<file path="src/rtl/control_unit.sv">
// Multicycle MIPS-style control FSM: FETCH -> DECODE -> EXEC, with optional exception states under CU_EXCEPTION_EN.
// Latency: 3 clocks per instruction (4 when an exception state is entered); outputs are Moore-decoded from state/opcode/funct.
// Backpressure: none; the datapath holds instruction stable, and reset (active-low, async) forces FETCH and zeroes all controls.
module control_unit (
    input  logic        clk,
    input  logic        reset,
    input  logic [31:0] instruction,
    input  logic        zero_flag,
    input  logic        overflow,
    input  logic        div_zero,
    output logic [5:0]  opcode,
    output logic [4:0]  rs,
    output logic [4:0]  rt,
    output logic [4:0]  rd,
    output logic [4:0]  shamt,
    output logic [5:0]  funct,
    output logic [15:0] immediate,
    output logic [25:0] address,
    output logic [3:0]  alu_control,
    output logic        alu_zero,
    output logic        alu_overflow,
    output logic        reg_dst,
    output logic        jump,
    output logic        branch,
    output logic        mem_read,
    output logic        mem_to_reg,
    output logic        mem_write,
    output logic        alu_src,
    output logic        reg_write,
    output logic        pc_write,
    output logic        pc_write_cond,
    output logic [1:0]  alu_op,
    output logic [1:0]  pc_source,
    output logic [4:0]  current_state
);

    localparam logic [4:0] S_FETCH   = 5'd0;
    localparam logic [4:0] S_DECODE  = 5'd1;
    localparam logic [4:0] S_EXEC    = 5'd2;
    localparam logic [4:0] S_EXC_OVF = 5'd3;
    localparam logic [4:0] S_EXC_DIV = 5'd4;

    localparam logic [5:0] OP_RTYPE = 6'h00;
    localparam logic [5:0] OP_J     = 6'h02;
    localparam logic [5:0] OP_BEQ   = 6'h04;
    localparam logic [5:0] OP_ADDI  = 6'h08;
    localparam logic [5:0] OP_LW    = 6'h23;
    localparam logic [5:0] OP_SW    = 6'h2B;

    localparam logic [5:0] F_SLL  = 6'h00;
    localparam logic [5:0] F_SRA  = 6'h03;
    localparam logic [5:0] F_XCHG = 6'h05;
    localparam logic [5:0] F_JR   = 6'h08;
    localparam logic [5:0] F_MFHI = 6'h10;
    localparam logic [5:0] F_MFLO = 6'h12;
    localparam logic [5:0] F_MULT = 6'h18;
    localparam logic [5:0] F_DIV  = 6'h1A;
    localparam logic [5:0] F_ADD  = 6'h20;
    localparam logic [5:0] F_SUB  = 6'h22;
    localparam logic [5:0] F_AND  = 6'h24;
    localparam logic [5:0] F_SLT  = 6'h2A;

    localparam logic [3:0] ALU_AND  = 4'b0000;
    localparam logic [3:0] ALU_ADD  = 4'b0010;
    localparam logic [3:0] ALU_SUB  = 4'b0110;
    localparam logic [3:0] ALU_SLT  = 4'b0111;
    localparam logic [3:0] ALU_SLL  = 4'b1000;
    localparam logic [3:0] ALU_SRA  = 4'b1001;
    localparam logic [3:0] ALU_NONE = 4'b1111;

    logic [4:0] state_q;
    logic [4:0] state_d;
    logic       is_rtype;
    logic       is_arith;
    logic       ovf_fault;

    logic       d_reg_dst, d_jump, d_branch, d_mem_read, d_mem_to_reg;
    logic       d_mem_write, d_alu_src, d_reg_write, d_pc_write, d_pc_write_cond;
    logic [1:0] d_alu_op;
    logic [1:0] d_pc_source;
    logic [3:0] d_alu_control;

    assign opcode    = instruction[31:26];
    assign rs        = instruction[25:21];
    assign rt        = instruction[20:16];
    assign rd        = instruction[15:11];
    assign shamt     = instruction[10:6];
    assign funct     = instruction[5:0];
    assign immediate = instruction[15:0];
    assign address   = instruction[25:0];

    assign is_rtype  = (opcode == OP_RTYPE);
    assign is_arith  = (is_rtype && (funct == F_ADD || funct == F_SUB)) || (opcode == OP_ADDI);
    assign ovf_fault = overflow && is_arith;

    assign current_state = state_q;
    assign alu_zero      = zero_flag;
    assign alu_overflow  = ovf_fault && (state_q == S_EXEC);

`ifdef CU_EXCEPTION_EN
    logic div_fault;
    assign div_fault = div_zero && is_rtype && (funct == F_DIV);
`else
    logic unused_div_zero;
    assign unused_div_zero = div_zero;
`endif

    always_ff @(posedge clk or negedge reset) begin
        if (!reset) begin
            state_q <= S_FETCH;
        end else begin
            state_q <= state_d;
        end
    end

    always_comb begin
        state_d = S_FETCH;
        case (state_q)
            S_FETCH:  state_d = S_DECODE;
            S_DECODE: state_d = S_EXEC;
            S_EXEC: begin
                state_d = S_FETCH;
`ifdef CU_EXCEPTION_EN
                if (ovf_fault) begin
                    state_d = S_EXC_OVF;
                end else if (div_fault) begin
                    state_d = S_EXC_DIV;
                end
`endif
            end
            default:  state_d = S_FETCH;
        endcase
    end

    always_comb begin
        d_reg_dst       = 1'b0;
        d_jump          = 1'b0;
        d_branch        = 1'b0;
        d_mem_read      = 1'b0;
        d_mem_to_reg    = 1'b0;
        d_mem_write     = 1'b0;
        d_alu_src       = 1'b0;
        d_reg_write     = 1'b0;
        d_pc_write      = 1'b0;
        d_pc_write_cond = 1'b0;
        d_alu_op        = 2'b00;
        d_pc_source     = 2'b00;
        d_alu_control   = ALU_NONE;
        case (state_q)
            S_FETCH: begin
                d_mem_read    = 1'b1;
                d_pc_write    = 1'b1;
                d_alu_control = ALU_ADD;
            end
            S_DECODE: d_alu_control = ALU_ADD;
            S_EXEC: begin
                case (opcode)
                    OP_RTYPE: begin
                        d_alu_op = 2'b10;
                        case (funct)
                            F_ADD:  begin d_reg_dst = 1'b1; d_reg_write = 1'b1; d_alu_control = ALU_ADD; end
                            F_SUB:  begin d_reg_dst = 1'b1; d_reg_write = 1'b1; d_alu_control = ALU_SUB; end
                            F_AND:  begin d_reg_dst = 1'b1; d_reg_write = 1'b1; d_alu_control = ALU_AND; end
                            F_SLT:  begin d_reg_dst = 1'b1; d_reg_write = 1'b1; d_alu_control = ALU_SLT; end
                            F_SLL:  begin d_reg_dst = 1'b1; d_reg_write = 1'b1; d_alu_control = ALU_SLL; end
                            F_SRA:  begin d_reg_dst = 1'b1; d_reg_write = 1'b1; d_alu_control = ALU_SRA; end
                            F_MFHI, F_MFLO: begin d_reg_dst = 1'b1; d_reg_write = 1'b1; end
                            // The datapath swaps both registers; reg_dst stays 0 so rt is the first target.
                            F_XCHG: d_reg_write = 1'b1;
                            F_JR: begin
                                d_jump      = 1'b1;
                                d_pc_write  = 1'b1;
                                d_pc_source = 2'b10;
                            end
                            // HI/LO are written by the multiply/divide unit, not the register file.
                            F_MULT, F_DIV: ;
                            default: ;
                        endcase
                    end
                    OP_ADDI: begin
                        d_alu_src     = 1'b1;
                        d_reg_write   = 1'b1;
                        d_alu_control = ALU_ADD;
                    end
                    OP_LW: begin
                        d_alu_src     = 1'b1;
                        d_mem_read    = 1'b1;
                        d_mem_to_reg  = 1'b1;
                        d_reg_write   = 1'b1;
                        d_alu_control = ALU_ADD;
                    end
                    OP_SW: begin
                        d_alu_src     = 1'b1;
                        d_mem_write   = 1'b1;
                        d_alu_control = ALU_ADD;
                    end
                    OP_BEQ: begin
                        d_branch        = 1'b1;
                        d_pc_write_cond = 1'b1;
                        d_alu_op        = 2'b01;
                        d_pc_source     = 2'b01;
                        d_alu_control   = ALU_SUB;
                    end
                    OP_J: begin
                        d_jump      = 1'b1;
                        d_pc_write  = 1'b1;
                        d_pc_source = 2'b10;
                    end
                    default: ;
                endcase
`ifdef CU_EXCEPTION_EN
                // A faulting add/sub/addi must not commit its result.
                if (ovf_fault) begin
                    d_reg_write = 1'b0;
                end
`endif
            end
            S_EXC_OVF, S_EXC_DIV: begin
                d_pc_write  = 1'b1;
                d_pc_source = 2'b11;
            end
            default: ;
        endcase
    end

    // Reset gates every strobe combinationally so an aborted instruction cannot write.
    assign {reg_dst, jump, branch, mem_read, mem_to_reg,
            mem_write, alu_src, reg_write, pc_write, pc_write_cond} =
        reset ? {d_reg_dst, d_jump, d_branch, d_mem_read, d_mem_to_reg,
                 d_mem_write, d_alu_src, d_reg_write, d_pc_write, d_pc_write_cond} : 10'b0;
    assign alu_op      = reset ? d_alu_op      : 2'b00;
    assign pc_source   = reset ? d_pc_source   : 2'b00;
    assign alu_control = reset ? d_alu_control : ALU_NONE;

endmodule

</file>
<file path="config.mk">
export PLATFORM = sky130hd
export DESIGN_NAME = control_unit
export DESIGN_NICKNAME = d
export VERILOG_FILES = /design/src/rtl/control_unit.sv
export SDC_FILE = /design/constraint.sdc
export NUM_CORES = 1
export LEC_CHECK = 0
export ABC_AREA = 1
export BUFFER_PORTS_ARGS = -buffer_cell sky130_fd_sc_hd__buf_2
export CORE_UTILIZATION = 38
export CTS_CLUSTER_SIZE = 30
export DETAILED_ROUTE_END_ITERATION = 10
export MAX_ROUTING_LAYER = met4
export PLACE_DENSITY = 0.93
export SLEW_MARGIN = 20
export SYNTH_ARGS = -nofsm -noshare
export SYNTH_HDL_FRONTEND = slang
export SYNTH_SLANG_ARGS = --single-unit
</file>
<file path="constraint.sdc">
create_clock -name clk -period 2.3 [get_ports clk]
set_clock_uncertainty 0.05 [all_clocks]
set_input_delay 0.46 -clock clk [delete_from_list [all_inputs] [get_ports clk]]
set_output_delay 0.46 -clock clk [all_outputs]
set_load 0.01 [all_outputs]
</file>
Word-level counts from Yosys, hierarchy flattened. Index checks and enable logic that the tools add are counted.

Input port bits: 37. Logic and storage cells: 66. Output and inout port bits: 99. ROM bits: 0. Bits in registers: 5. Bits in latches: 0. Memories kept: 0. Bits in writable memories: 0.

Div/mod/pow operators: 0. Add/subtract/negate cells: 0. Muxes and demuxes: 32. Bitwise gates (word level): 0. Eq/ne operators: 18. $lt $le $gt $ge: 0. Multipliers: 0. Reductions and logical operators: 15. Shift operators: 0.

Operators with widths (count): $eq A6 B6 Y1 const B (6); $pmux W4 S6 (1); $mux W1 (15); $eq A6 B2 Y1 const B (2); $eq A6 B3 Y1 const B (2); $eq A6 B4 Y1 const B (2); $eq A6 B5 Y1 const B (2); $logic_not A6 Y1 (2); $pmux W2 S2 (3); $pmux W4 S3 (1); $eq A5 B2 Y1 const B (2); $mux W10 (1); $reduce_or A9 Y1 (1); $mux W2 (4); $pmux W1 S2 (4); $pmux W4 S2 (1); $reduce_or A8 Y1 (1); $pmux W2 S3 (1); $reduce_or A2 Y1 (3); $reduce_or A3 Y1 (2); $eq A5 B1 Y1 const B (1); $eq A5 B3 Y1 const B (1); $logic_not A5 Y1 (1); $mux W4 (1); 2 further kinds (5).

Depth between registers and ports, before layout.
Depth in word-level cells: 6. Gate-level depth with buffers: 10. Mapped depth without buffers: 10.

Worst setup path after synthesis. No wires, ideal clock.

Path type: reg2out. Start: register state_q[0], in the netlist current_state[0]. End: output reg_dst. Data required time: 1.790 ns. Arrival: 1.431 ns. Buffers on the path: 1. Cell stages (with the launch flop): 7. Setup slack: 0.359 ns. Cells stage by stage: dfrtp_1 inv_1 ha_1 buf_6 nand2_1 nor2_2 a21boi_1.

Cells in the longest elaborated chain, start to end: 3.

Ends and longest elaborated chain: start: declaration (RTL line 71) `logic [4:0] state_q;`; start signal: assignment (RTL line 112) `state_q <= state_d;`; $eq A5 B2 Y1 (RTL line 149) `case (state_q)`; $mux W1 (RTL line 149); $mux W10 (RTL line 229) `reset ? {d_reg_dst, d_jump, d_branch, d_mem_read, d_mem_to_reg,`; end: declaration (RTL line 22) `output logic reg_dst,`.

Every way passes these cells.

Worst setup path after layout. Same ends and word-level chain as after synthesis.

==> run metrics <==
leak pwr 0.627 nW; Die W 59.3 um; final setup vio count 0; number of violations reported at the end of detailed-routing iteration 0 43; length of the first detailed-routing pass in iterations 4; ANT nets after route 0; Port Buf Inserts 59; Resize count post-CTS 0; Post-Syn Area 0.00125 mm^2; number of flip-flops under the largest register name 2; Total Power Consumption 0.216 mW; Max Cap Viol 0; Setup WS post-layout 0.123 ns; via count normalized by instance count 4.34; proportion of synthesized chip area in sequential cells 0.0401; drt total wl 2200 um; Period Utilization, post-route 0.946; number of nets in the final layout 226; number of buffer and inverter instances along the worst setup path 2; power density of the placed cells 207 mW/mm^2; synthesized instance count 196; layout overhead on the synthesized area -16.5%; IO Count 136; count of unique library cells instantiated by Yosys 27; overall die height 59.3 um; count of antenna diodes in the layout 0; Root Buffer sky130_fd_sc_hd__clkbuf_4; initial standard-cell utilization of the core 0.406; startpoint types flip-flop; Critical Path End Type primary output; antenna violations before repair 0; die area 0.00352 mm^2; post-layout utilization of the core 0.339; count of final max-slew check failures 0; post-detailed-route wirelength per cell 9.75 um; critical path peak fanout 9; class of the most critical setup path flip-flop to primary output; commonest cells after routing, fill and taps aside 59 x sky130_fd_sc_hd__buf_2, 33 x sky130_fd_sc_hd__nand2_1, 17 x sky130_fd_sc_hd__nor2_1; via count 981; first-pass GRT wire length 3620 um; cell with the biggest individual delay on the critical path sky130_fd_sc_hd__dfrtp_1; total non-filler cell area in the finished layout 0.00104 mm^2; Clk pin slew, worst setup/hold paths 0.03 ns; setup repair after global routing missed its margin no; Avg Inst Size Synth 6.37 um^2; fraction of layout instances using a drive strength above 1 0.445; Post-Place Worst Slack 0.271 ns; TritonCTS clock tree yes; DRC violation count after routing 0; via count of the first global-routing pass 899; CP Data Required Time 1.79 ns; Post-DP Area 0.00101 mm^2; number of buffers added for setup after CTS 0; fillers 331; area used by multi-input combinational logic 534 um^2; area taken by flip-flops and latches 50.0 um^2; #FFs+latches synth 2; largest net degree at the start of global routing 10; time the final worst path needs with I/O delays and setup 2.18 ns; total congestion overflow after global routing 0; number of cell rows 20; min-delay worst type input pin to async pin; gr usage total 0.133; core outline area 0.00308 mm^2; later-pin clock latency in the skew report 0.22 ns; CTS buffer count 3; Synthesis Warnings 0; delay of the slowest cell on the worst path 0.40 ns; Worst path top cell family by delay simple AND/OR/NAND/NOR gates; routability congestion estimate 0.912; cells traversed along the worst timing path inv_1, ha_1, nand2_1, nor2_2, a21boi_1, buf_2; CTS sink cnt 2; worst-case vdd ir drop 0.000234 V; htree depth 1; setup TNS 0 ns; Final Hold Violating Endpoints 0; clock buffer depth 2; leading cell type in the layout, fill and taps excluded sky130_fd_sc_hd__buf_2; dpl hpwl 1870 um; Worst EP arrival 1.67 ns; status completed; max frequency 0.459 GHz
[kinds of logic after synthesis]
kind of cell / share of synthesized area
buffers and inverters: 0.538
AND/OR/NAND/NOR: 0.299
AO/OA/AOI/OAI: 0.0701
adder cells (fa/ha/maj): 0.0501
flip-flops: 0.0401
other: 0.00300
[cell type report]
type,instances,share of cell area
repair buffers,61,0.300
multi-input cells,98,0.513
clock buffers,3,0.0216
inverters,18,0.0648
well taps,44,0.0528
flip-flops and latches,2,0.0480
[cell usage after synthesis]
cell                        n  area share
sky130_fd_sc_hd__or2_2      1      0.0050
sky130_fd_sc_hd__o21bai_1   2       0.012
sky130_fd_sc_hd__nand3_2    2       0.016
sky130_fd_sc_hd__a21boi_1   1      0.0060
sky130_fd_sc_hd__nor3_1     1      0.0040
sky130_fd_sc_hd__o22ai_1    1      0.0050
sky130_fd_sc_hd__nand2_2    1      0.0050
sky130_fd_sc_hd__nor2_2     5       0.025
sky130_fd_sc_hd__conb_1     1      0.0030
sky130_fd_sc_hd__nand2_4    1      0.0090
sky130_fd_sc_hd__dfrtp_1    2       0.040
sky130_fd_sc_hd__a21oi_1    3       0.012
sky130_fd_sc_hd__a21boi_2   1      0.0090
sky130_fd_sc_hd__o21ai_1    1      0.0040
sky130_fd_sc_hd__nor2_1    17       0.051
sky130_fd_sc_hd__o22ai_2    1       0.010
sky130_fd_sc_hd__ha_1       5       0.050
sky130_fd_sc_hd__nand2_1   33       0.099
sky130_fd_sc_hd__inv_2      2      0.0060
sky130_fd_sc_hd__buf_4     79        0.47
sky130_fd_sc_hd__nand3_1   10       0.040
sky130_fd_sc_hd__buf_6      1      0.0090
sky130_fd_sc_hd__o21ai_0    3       0.012
sky130_fd_sc_hd__nand4_1    2       0.010
sky130_fd_sc_hd__and2_4     1      0.0070
sky130_fd_sc_hd__inv_1     16       0.048
sky130_fd_sc_hd__nor2_4     3       0.027
[stage by stage]
stage	instances	hold slack, ns
6_report	226	0.596
5_1_grt	226	0.615
4_1_cts	226	0.586
3_5_place_dp	222	0.235
3_3_place_gp	222	0.230
2_1_floorplan	198	0.114
[power by group]
group	switching (mW)	leakage, nW	internal [mW]	total, mW
combinational	0.0648	0.590	0.0389	0.104
sequential	0	0.0239	0.0355	0.0355
clock	0.0194	0.0138	0.0575	0.0769
[metal layers]
layer | share of wire | global-route usage | wire length (um)
met4 | 0.029 | 0.0918 | 63
met3 | 0.059 | 0.0262 | 130
met5 | 0 | - | 0
met2 | 0.52 | 0.222 | 1140
met1 | 0.39 | 0.142 | 865
[final timing paths]
path | startpoint | to | slack, ns | depth (start not counted)
worst max-delay path | current_state[0]$_DFF_PN0_ | reg_dst | 0.12 | 6
worst min-delay path | reset | current_state[0]$_DFF_PN0_ | 0.60 | 2
worst max register to register | current_state[1]$_DFF_PN0_ | current_state[1]$_DFF_PN0_ | 1.43 | 2
worst min register to register | current_state[0]$_DFF_PN0_ | current_state[1]$_DFF_PN0_ | 0.60 | 1
max in group asynchronous | reset | current_state[1]$_DFF_PN0_ | 1.48 | 2
min in group clk | current_state[0]$_DFF_PN0_ | current_state[1]$_DFF_PN0_ | 0.60 | 1
[timing repair]
| item | CTS | global route |
|---|---|---|
| setup endpoints to repair | 0 | 0 |
| hold buffers | 1 | 0 |
| hold endpoints to repair | 2 | 0 |
Power figures use the tool's default switching activity.
